### src/rtl/spindle_contactor_drv.sv
// Spindle contactor driver: energises the coil on a synced run request, confirms pull-in and
// release through the debounced aux contact, enforces a restart hold-off and latches coded faults.
module spindle_contactor_drv #(
  parameter int FB_TIMEOUT      = 2_500_000,
  parameter int DEBOUNCE        = 50_000,
  parameter int RESTART_HOLDOFF = 25_000_000
) (
  input  logic       clk,
  input  logic       rst_n,
  input  logic       req,
  input  logic       estop_n,
  input  logic       aux_fb,
  input  logic       fault_clr,
  output logic       coil,
  output logic       running,
  output logic       fault,
  output logic [1:0] fault_code
);

  localparam int TMAX_P = (FB_TIMEOUT > RESTART_HOLDOFF) ? FB_TIMEOUT : RESTART_HOLDOFF;
  localparam int TW     = $clog2(TMAX_P) + 1;
  localparam int DW     = $clog2(DEBOUNCE) + 1;

  localparam logic [TW-1:0] FB_LAST = TW'(FB_TIMEOUT - 1);
  localparam logic [TW-1:0] HO_LAST = TW'(RESTART_HOLDOFF - 1);
  localparam logic [DW-1:0] DB_LAST = DW'(DEBOUNCE - 1);

  localparam logic [1:0] FC_ESTOP   = 2'b00;
  localparam logic [1:0] FC_PULLIN  = 2'b01;
  localparam logic [1:0] FC_RELEASE = 2'b10;
  localparam logic [1:0] FC_DROPOUT = 2'b11;

  typedef enum logic [2:0] {
    S_IDLE      = 3'd0,
    S_ENGAGE    = 3'd1,
    S_RUN       = 3'd2,
    S_DISENGAGE = 3'd3,
    S_HOLDOFF   = 3'd4,
    S_FAULT     = 3'd5
  } state_e;

  // {req, estop_n, aux_fb, fault_clr}
  logic [3:0]    sync1_q, sync2_q;
  logic          clr_prev_q;
  logic [1:0]    init_q, init_d;
  logic          req_s, estop_s, aux_s, clr_s, clr_rise_s, sync_ok_s;

  state_e        state_q, state_d;
  logic [TW-1:0] timer_q, timer_d;
  logic          fb_db_q, fb_db_d;
  logic [DW-1:0] db_cnt_q, db_cnt_d;
  logic          coil_q, coil_d;
  logic          running_q, running_d;
  logic          fault_q, fault_d;
  logic [1:0]    fault_code_q, fault_code_d;

  assign req_s      = sync2_q[3];
  assign estop_s    = sync2_q[2];
  assign aux_s      = sync2_q[1];
  assign clr_s      = sync2_q[0];
  assign clr_rise_s = clr_s & ~clr_prev_q;
  // The synchronisers hold reset zeros for two edges; the FSM waits so a reset-state estop
  // sample is not mistaken for a real E-stop.
  assign sync_ok_s  = init_q[1];

  // Synchroniser chains and fault_clr edge history
  always_ff @(posedge clk or negedge rst_n) begin
    if (!rst_n) begin
      sync1_q    <= 4'b0000;
      sync2_q    <= 4'b0000;
      clr_prev_q <= 1'b0;
      init_q     <= 2'd0;
    end else begin
      sync1_q    <= {req, estop_n, aux_fb, fault_clr};
      sync2_q    <= sync1_q;
      clr_prev_q <= clr_s;
      init_q     <= init_d;
    end
  end

  // Start-up qualifier and aux feedback debounce
  always_comb begin
    init_d   = sync_ok_s ? init_q : init_q + 2'd1;
    fb_db_d  = fb_db_q;
    db_cnt_d = '0;
    if (aux_s != fb_db_q) begin
      if (db_cnt_q == DB_LAST) begin
        fb_db_d  = aux_s;
        db_cnt_d = '0;
      end else begin
        db_cnt_d = db_cnt_q + DW'(1);
      end
    end else begin
      db_cnt_d = '0;
    end
  end

  // State register, timer and registered outputs
  always_ff @(posedge clk or negedge rst_n) begin
    if (!rst_n) begin
      state_q      <= S_IDLE;
      timer_q      <= '0;
      fb_db_q      <= 1'b0;
      db_cnt_q     <= '0;
      coil_q       <= 1'b0;
      running_q    <= 1'b0;
      fault_q      <= 1'b0;
      fault_code_q <= FC_ESTOP;
    end else begin
      state_q      <= state_d;
      timer_q      <= timer_d;
      fb_db_q      <= fb_db_d;
      db_cnt_q     <= db_cnt_d;
      coil_q       <= coil_d;
      running_q    <= running_d;
      fault_q      <= fault_d;
      fault_code_q <= fault_code_d;
    end
  end

  // Next-state logic: estop first, then feedback and timeout checks, then the request
  always_comb begin
    state_d      = state_q;
    fault_code_d = fault_code_q;
    if (!sync_ok_s) begin
      state_d = state_q;
    end else begin
      case (state_q)
        S_IDLE: begin
          if (!estop_s) begin
            state_d = S_FAULT; fault_code_d = FC_ESTOP;
          end else if (fb_db_q) begin
            state_d = S_FAULT; fault_code_d = FC_RELEASE;
          end else if (req_s) begin
            state_d = S_ENGAGE;
          end else begin
            state_d = S_IDLE;
          end
        end
        S_ENGAGE: begin
          if (!estop_s) begin
            state_d = S_FAULT; fault_code_d = FC_ESTOP;
          end else if (fb_db_q) begin
            state_d = S_RUN;
          end else if (timer_q == FB_LAST) begin
            state_d = S_FAULT; fault_code_d = FC_PULLIN;
          end else if (!req_s) begin
            state_d = S_DISENGAGE;
          end else begin
            state_d = S_ENGAGE;
          end
        end
        S_RUN: begin
          if (!estop_s) begin
            state_d = S_FAULT; fault_code_d = FC_ESTOP;
          end else if (!fb_db_q) begin
            state_d = S_FAULT; fault_code_d = FC_DROPOUT;
          end else if (!req_s) begin
            state_d = S_DISENGAGE;
          end else begin
            state_d = S_RUN;
          end
        end
        S_DISENGAGE: begin
          if (!estop_s) begin
            state_d = S_FAULT; fault_code_d = FC_ESTOP;
          end else if (!fb_db_q) begin
            state_d = S_HOLDOFF;
          end else if (timer_q == FB_LAST) begin
            state_d = S_FAULT; fault_code_d = FC_RELEASE;
          end else begin
            state_d = S_DISENGAGE;
          end
        end
        S_HOLDOFF: begin
          if (!estop_s) begin
            state_d = S_FAULT; fault_code_d = FC_ESTOP;
          end else if (timer_q == HO_LAST) begin
            state_d = S_IDLE;
          end else begin
            state_d = S_HOLDOFF;
          end
        end
        S_FAULT: begin
          if (clr_rise_s && estop_s && !req_s && !fb_db_q) begin
            state_d = S_HOLDOFF;
          end else begin
            state_d = S_FAULT;
          end
        end
        default: begin
          state_d = S_IDLE;
        end
      endcase
    end

    if (state_d != state_q) begin
      timer_d = '0;
    end else if (timer_q == {TW{1'b1}}) begin
      timer_d = timer_q;
    end else begin
      timer_d = timer_q + TW'(1);
    end
  end

  // Output decode from the next state so outputs change on the same edge as the state
  always_comb begin
    coil_d    = 1'b0;
    running_d = 1'b0;
    fault_d   = 1'b0;
    case (state_d)
      S_ENGAGE: coil_d = 1'b1;
      S_RUN: begin
        coil_d    = 1'b1;
        running_d = 1'b1;
      end
      S_FAULT:  fault_d = 1'b1;
      default: begin
        coil_d    = 1'b0;
        running_d = 1'b0;
        fault_d   = 1'b0;
      end
    endcase
  end

  assign coil       = coil_q & estop_s;
  assign running    = running_q;
  assign fault      = fault_q;
  assign fault_code = fault_code_q;

endmodule

### config.mk
export PLATFORM = sky130hd
export DESIGN_NAME = spindle_contactor_drv
export DESIGN_NICKNAME = d
export VERILOG_FILES = /design/src/rtl/spindle_contactor_drv.sv
export SDC_FILE = /design/constraint.sdc
export NUM_CORES = 1
export LEC_CHECK = 0
export CAP_MARGIN = 15
export CORE_MARGIN = 2
export CORE_UTILIZATION = 57
export CTS_CLUSTER_SIZE = 40
export DETAILED_ROUTE_END_ITERATION = 8
export DONT_BUFFER_PORTS = 1
export GPL_ROUTABILITY_DRIVEN = 0
export PLACE_DENSITY_LB_ADDON = 0.08
export SLEW_MARGIN = 20
export SYNTH_ARGS = -nofsm -noshare
export SYNTH_HDL_FRONTEND = slang
export SYNTH_SLANG_ARGS = --single-unit
### constraint.sdc
create_clock -name clk -period 1.9 [get_ports clk]
set_input_delay 0.285 -clock clk [delete_from_list [all_inputs] [get_ports clk]]
set_output_delay 0.285 -clock clk [all_outputs]
set_load 0.02 [all_outputs]
==> flow_summary.yaml <==
status:
  status: "finished with violations"
  violations: "setup timing"
placed_design:
  hpwl_um: 5470
  pre_cts_slack_ns: -0.149
  placed_area_um2: 4030
  port_buffers: 0
min_path:
  hold-path-cell-count: 0
  hold_path.class: "register to register"
critical_path:
  critPathRequiredTime_ns: 2.13
  crit_path_end_kind: "register"
  cp_data_arrival_time_ns: 2.28
  crit_type: "register to register"
  start_kind: "register"
  rr_worst_depth: 9
  crit_fanout: 12
  rrSetupSlack_ns: -0.15
global_routing:
  gr-usage-all-layers: 0.252
  grt_first_pass_wirelength_um: 13000
  grt.overflow.total: 0
  grt_pass1_vias: 2801
  antenna_found_initial: 0
  grt_max_degree: 64
clock_network:
  htree_num_levels: 3
  cts_buffer_depth: 2
  insertion_delay_ns: 0.35
  cts_tree: "built"
  cts_made_buffers: 9
  cts_sinks: 63
  root_buffer: "clkbuf_8"
  path_clk_slew_ns: 0.07
detailed_routing:
  ant_nets: 0
  wl_per_cell_um: 15.7
  via_count: 2993
  routed_wl_um: 8000
  drt-pass1-iter-count: 4
  drt_iter0_markers: 186
  drc: 0
  vias_per_cell: 5.89
cells_and_area:
  final_common_cell: "dfrtp_1"
  drive_above_1_share: 0.268
  final_core_util: 0.736
  fill_cells: 432
  most-common-layout-cells: "dfrtp_1 (60), buf_4 (59), nor2_1 (46)"
  final_area_um2: 4380
  nets: 436
  num_antenna_cells: 0
  area_delta_synth_final_pct: 24.4
synthesis:
  netlist_area_um2: 3520
  synth_top_area_share: 0.447
  synthArstFlopShare: 1.00
  synth_edf_count: 0
  ys_seq_area_frac: 0.447
  yosysTopAreaCell: "dfrtp_1"
  synth_nets: 375
  yosys_warnings: 0
  synth_cells: 367
  synthTopCellsByArea: "dfrtp_1 (45%), xor2_1 (5.7%), nand3_1 (5.7%)"
  synth.distinct_cells: 61
  syn_area_per_cell_um2: 9.60
  ys.flop_type: "dfrtp_1"
  ys_ff_latch: 63
floorplanning:
  die_h_um: 82.6
  initial_core_util: 0.592
  core_area_um2: 5960
  dieArea_um2: 6830
  std_cell_rows: 28
  io_pins: 11
  die_w_um: 82.6
power:
  leakage_nw: 1.99
  total_power_mw: 4.21
  powerDensity_nw_per_um2: 960
  max-vdd-ir-drop_mv: 0.719
timing:
  fin_crit_ns: 2.05
  max_freq_ghz: 0.488
  finalClockSkew_ns: 0.0128
  relSlewSlack: 0.652
  holdWs_ns: 0.349
  fin_ws_ns: -0.150
  hold_viol_final: 0
  rsz0062_at_grt: "yes"
  finalMaxSlewViolations: 0
  finalCritPeriodShare: 1.08
  worstMarginPinSlew_ns: 0.522
  setup_viol: 30
run:
  cap_violations: 0
routing by layer:
layer  vias to the layer above  global-route usage  wire length (um)
met5                         -                   0                 0
met4                         0              0.0803                78
met3                         9              0.0533               378
met2                        92               0.388              3690
met1                      1462               0.355              3850
li1                       1430                   -                 -
worst max-delay path, stage by stage, from the launching register on:
cell and delay, ns:
dfrtp_1 0.42, ha_4 0.19, nand3_4 0.09, nand4b_1 0.16, buf_4 0.14, o211ai_2 0.07, a211o_1 0.28, a41oi_4 0.25
buf_12 0.16, and4b_1 0.19
layout make-up:
class | instances | area, um2 | area share
Clock buffer | 9 | 124 | 0.0283
Multi-Input combinational cell | 274 | 1890 | 0.430
Inverter | 10 | 37.5 | 0.00856
Timing Repair Buffer | 70 | 612 | 0.140
Clock inverter | 7 | 48.8 | 0.0111
Sequential cell | 63 | 1580 | 0.361
Tap cell | 75 | 93.8 | 0.0214
cell usage after synthesis (2+ instances only):
library cell and count:
a21oi_1 4, nand4b_1 4, nor2b_1 3, dfrtp_1 63, and3_1 6, nand2_1 18
ha_1 2, buf_2 8, o31ai_1 2, or4_1 2, inv_1 10, buf_6 2
nor2_1 49, nor3_1 9, o211ai_1 2, xnor2_1 21, and2_1 4, nor4_1 4
o21ai_0 5, nand2b_1 2, a211oi_1 2, clkbuf_1 5, mux2i_1 2, nor3b_1 2
mux2_2 5, and4b_1 7, buf_1 3, nand3_1 40, or2_2 5, and4_1 3
xor2_1 23, a31oi_1 9, nand4_1 13
per-stage QoR:
step                      setup TNS, ns  instances
after CTS                         -2.65        506
after floorplan                  -0.276        367
final                             -3.20        508
after global placement           -0.947        483
after global routing              -6.39        508
after detailed placement          -3.09        483
state kept, by name, indices dropped and copies added (netlist names):
name / count
clr_prev_q: 1
coil_q: 1
db_cnt_q: 17
fault: 1
fault_code: 2
fb_db_q: 1
init_q: 2
running: 1
state_q: 3
sync1_q: 4
sync2_q: 4
timer_q: 26
report_power, final:
group          internal (mW)  switching [mW]
sequential              1.45           0.148
combinational          0.850           0.740
clock                  0.474           0.550
final timing paths:
path / startpoint / end
worst max-delay path: timer_q[1]$_DFFE_PN0P_ / timer_q[17]$_DFFE_PN0P_
worst min-delay path: sync1_q[2]$_DFF_PN0_ / sync2_q[2]$_DFF_PN0_
worst max register to register: timer_q[1]$_DFFE_PN0P_ / timer_q[17]$_DFFE_PN0P_
worst min register to register: sync1_q[2]$_DFF_PN0_ / sync2_q[2]$_DFF_PN0_
max in group asynchronous: rst_n / state_q[0]$_DFF_PN0_
min in group asynchronous: rst_n / timer_q[24]$_DFFE_PN0P_
what timing repair did:
item                                    4_1_cts  5_1_grt
resized for setup                             6       18
hold endpoints to repair                     67        0
pin swaps                                     1        4
endpoints found under the setup margin       31       50
hold buffers                                  6        0
setup buffers                                 1        2
kinds of logic (layout without fill, tap and decap cells):
| kind of cell | count (synthesis) | count (layout) | share of synthesized area |
|---|---|---|---|
| compound gates | 37 | 37 | 0.0806 |
| xor+xnor | 44 | 44 | 0.109 |
| fa+ha+maj | 2 | 2 | 0.00710 |
| buf+inv | 30 | 96 | 0.0433 |
| flops | 63 | 63 | 0.447 |
| mux | 7 | 7 | 0.0217 |
| simple gates | 184 | 184 | 0.290 |
No activity file was read; power rests on OpenSTA's default activity.
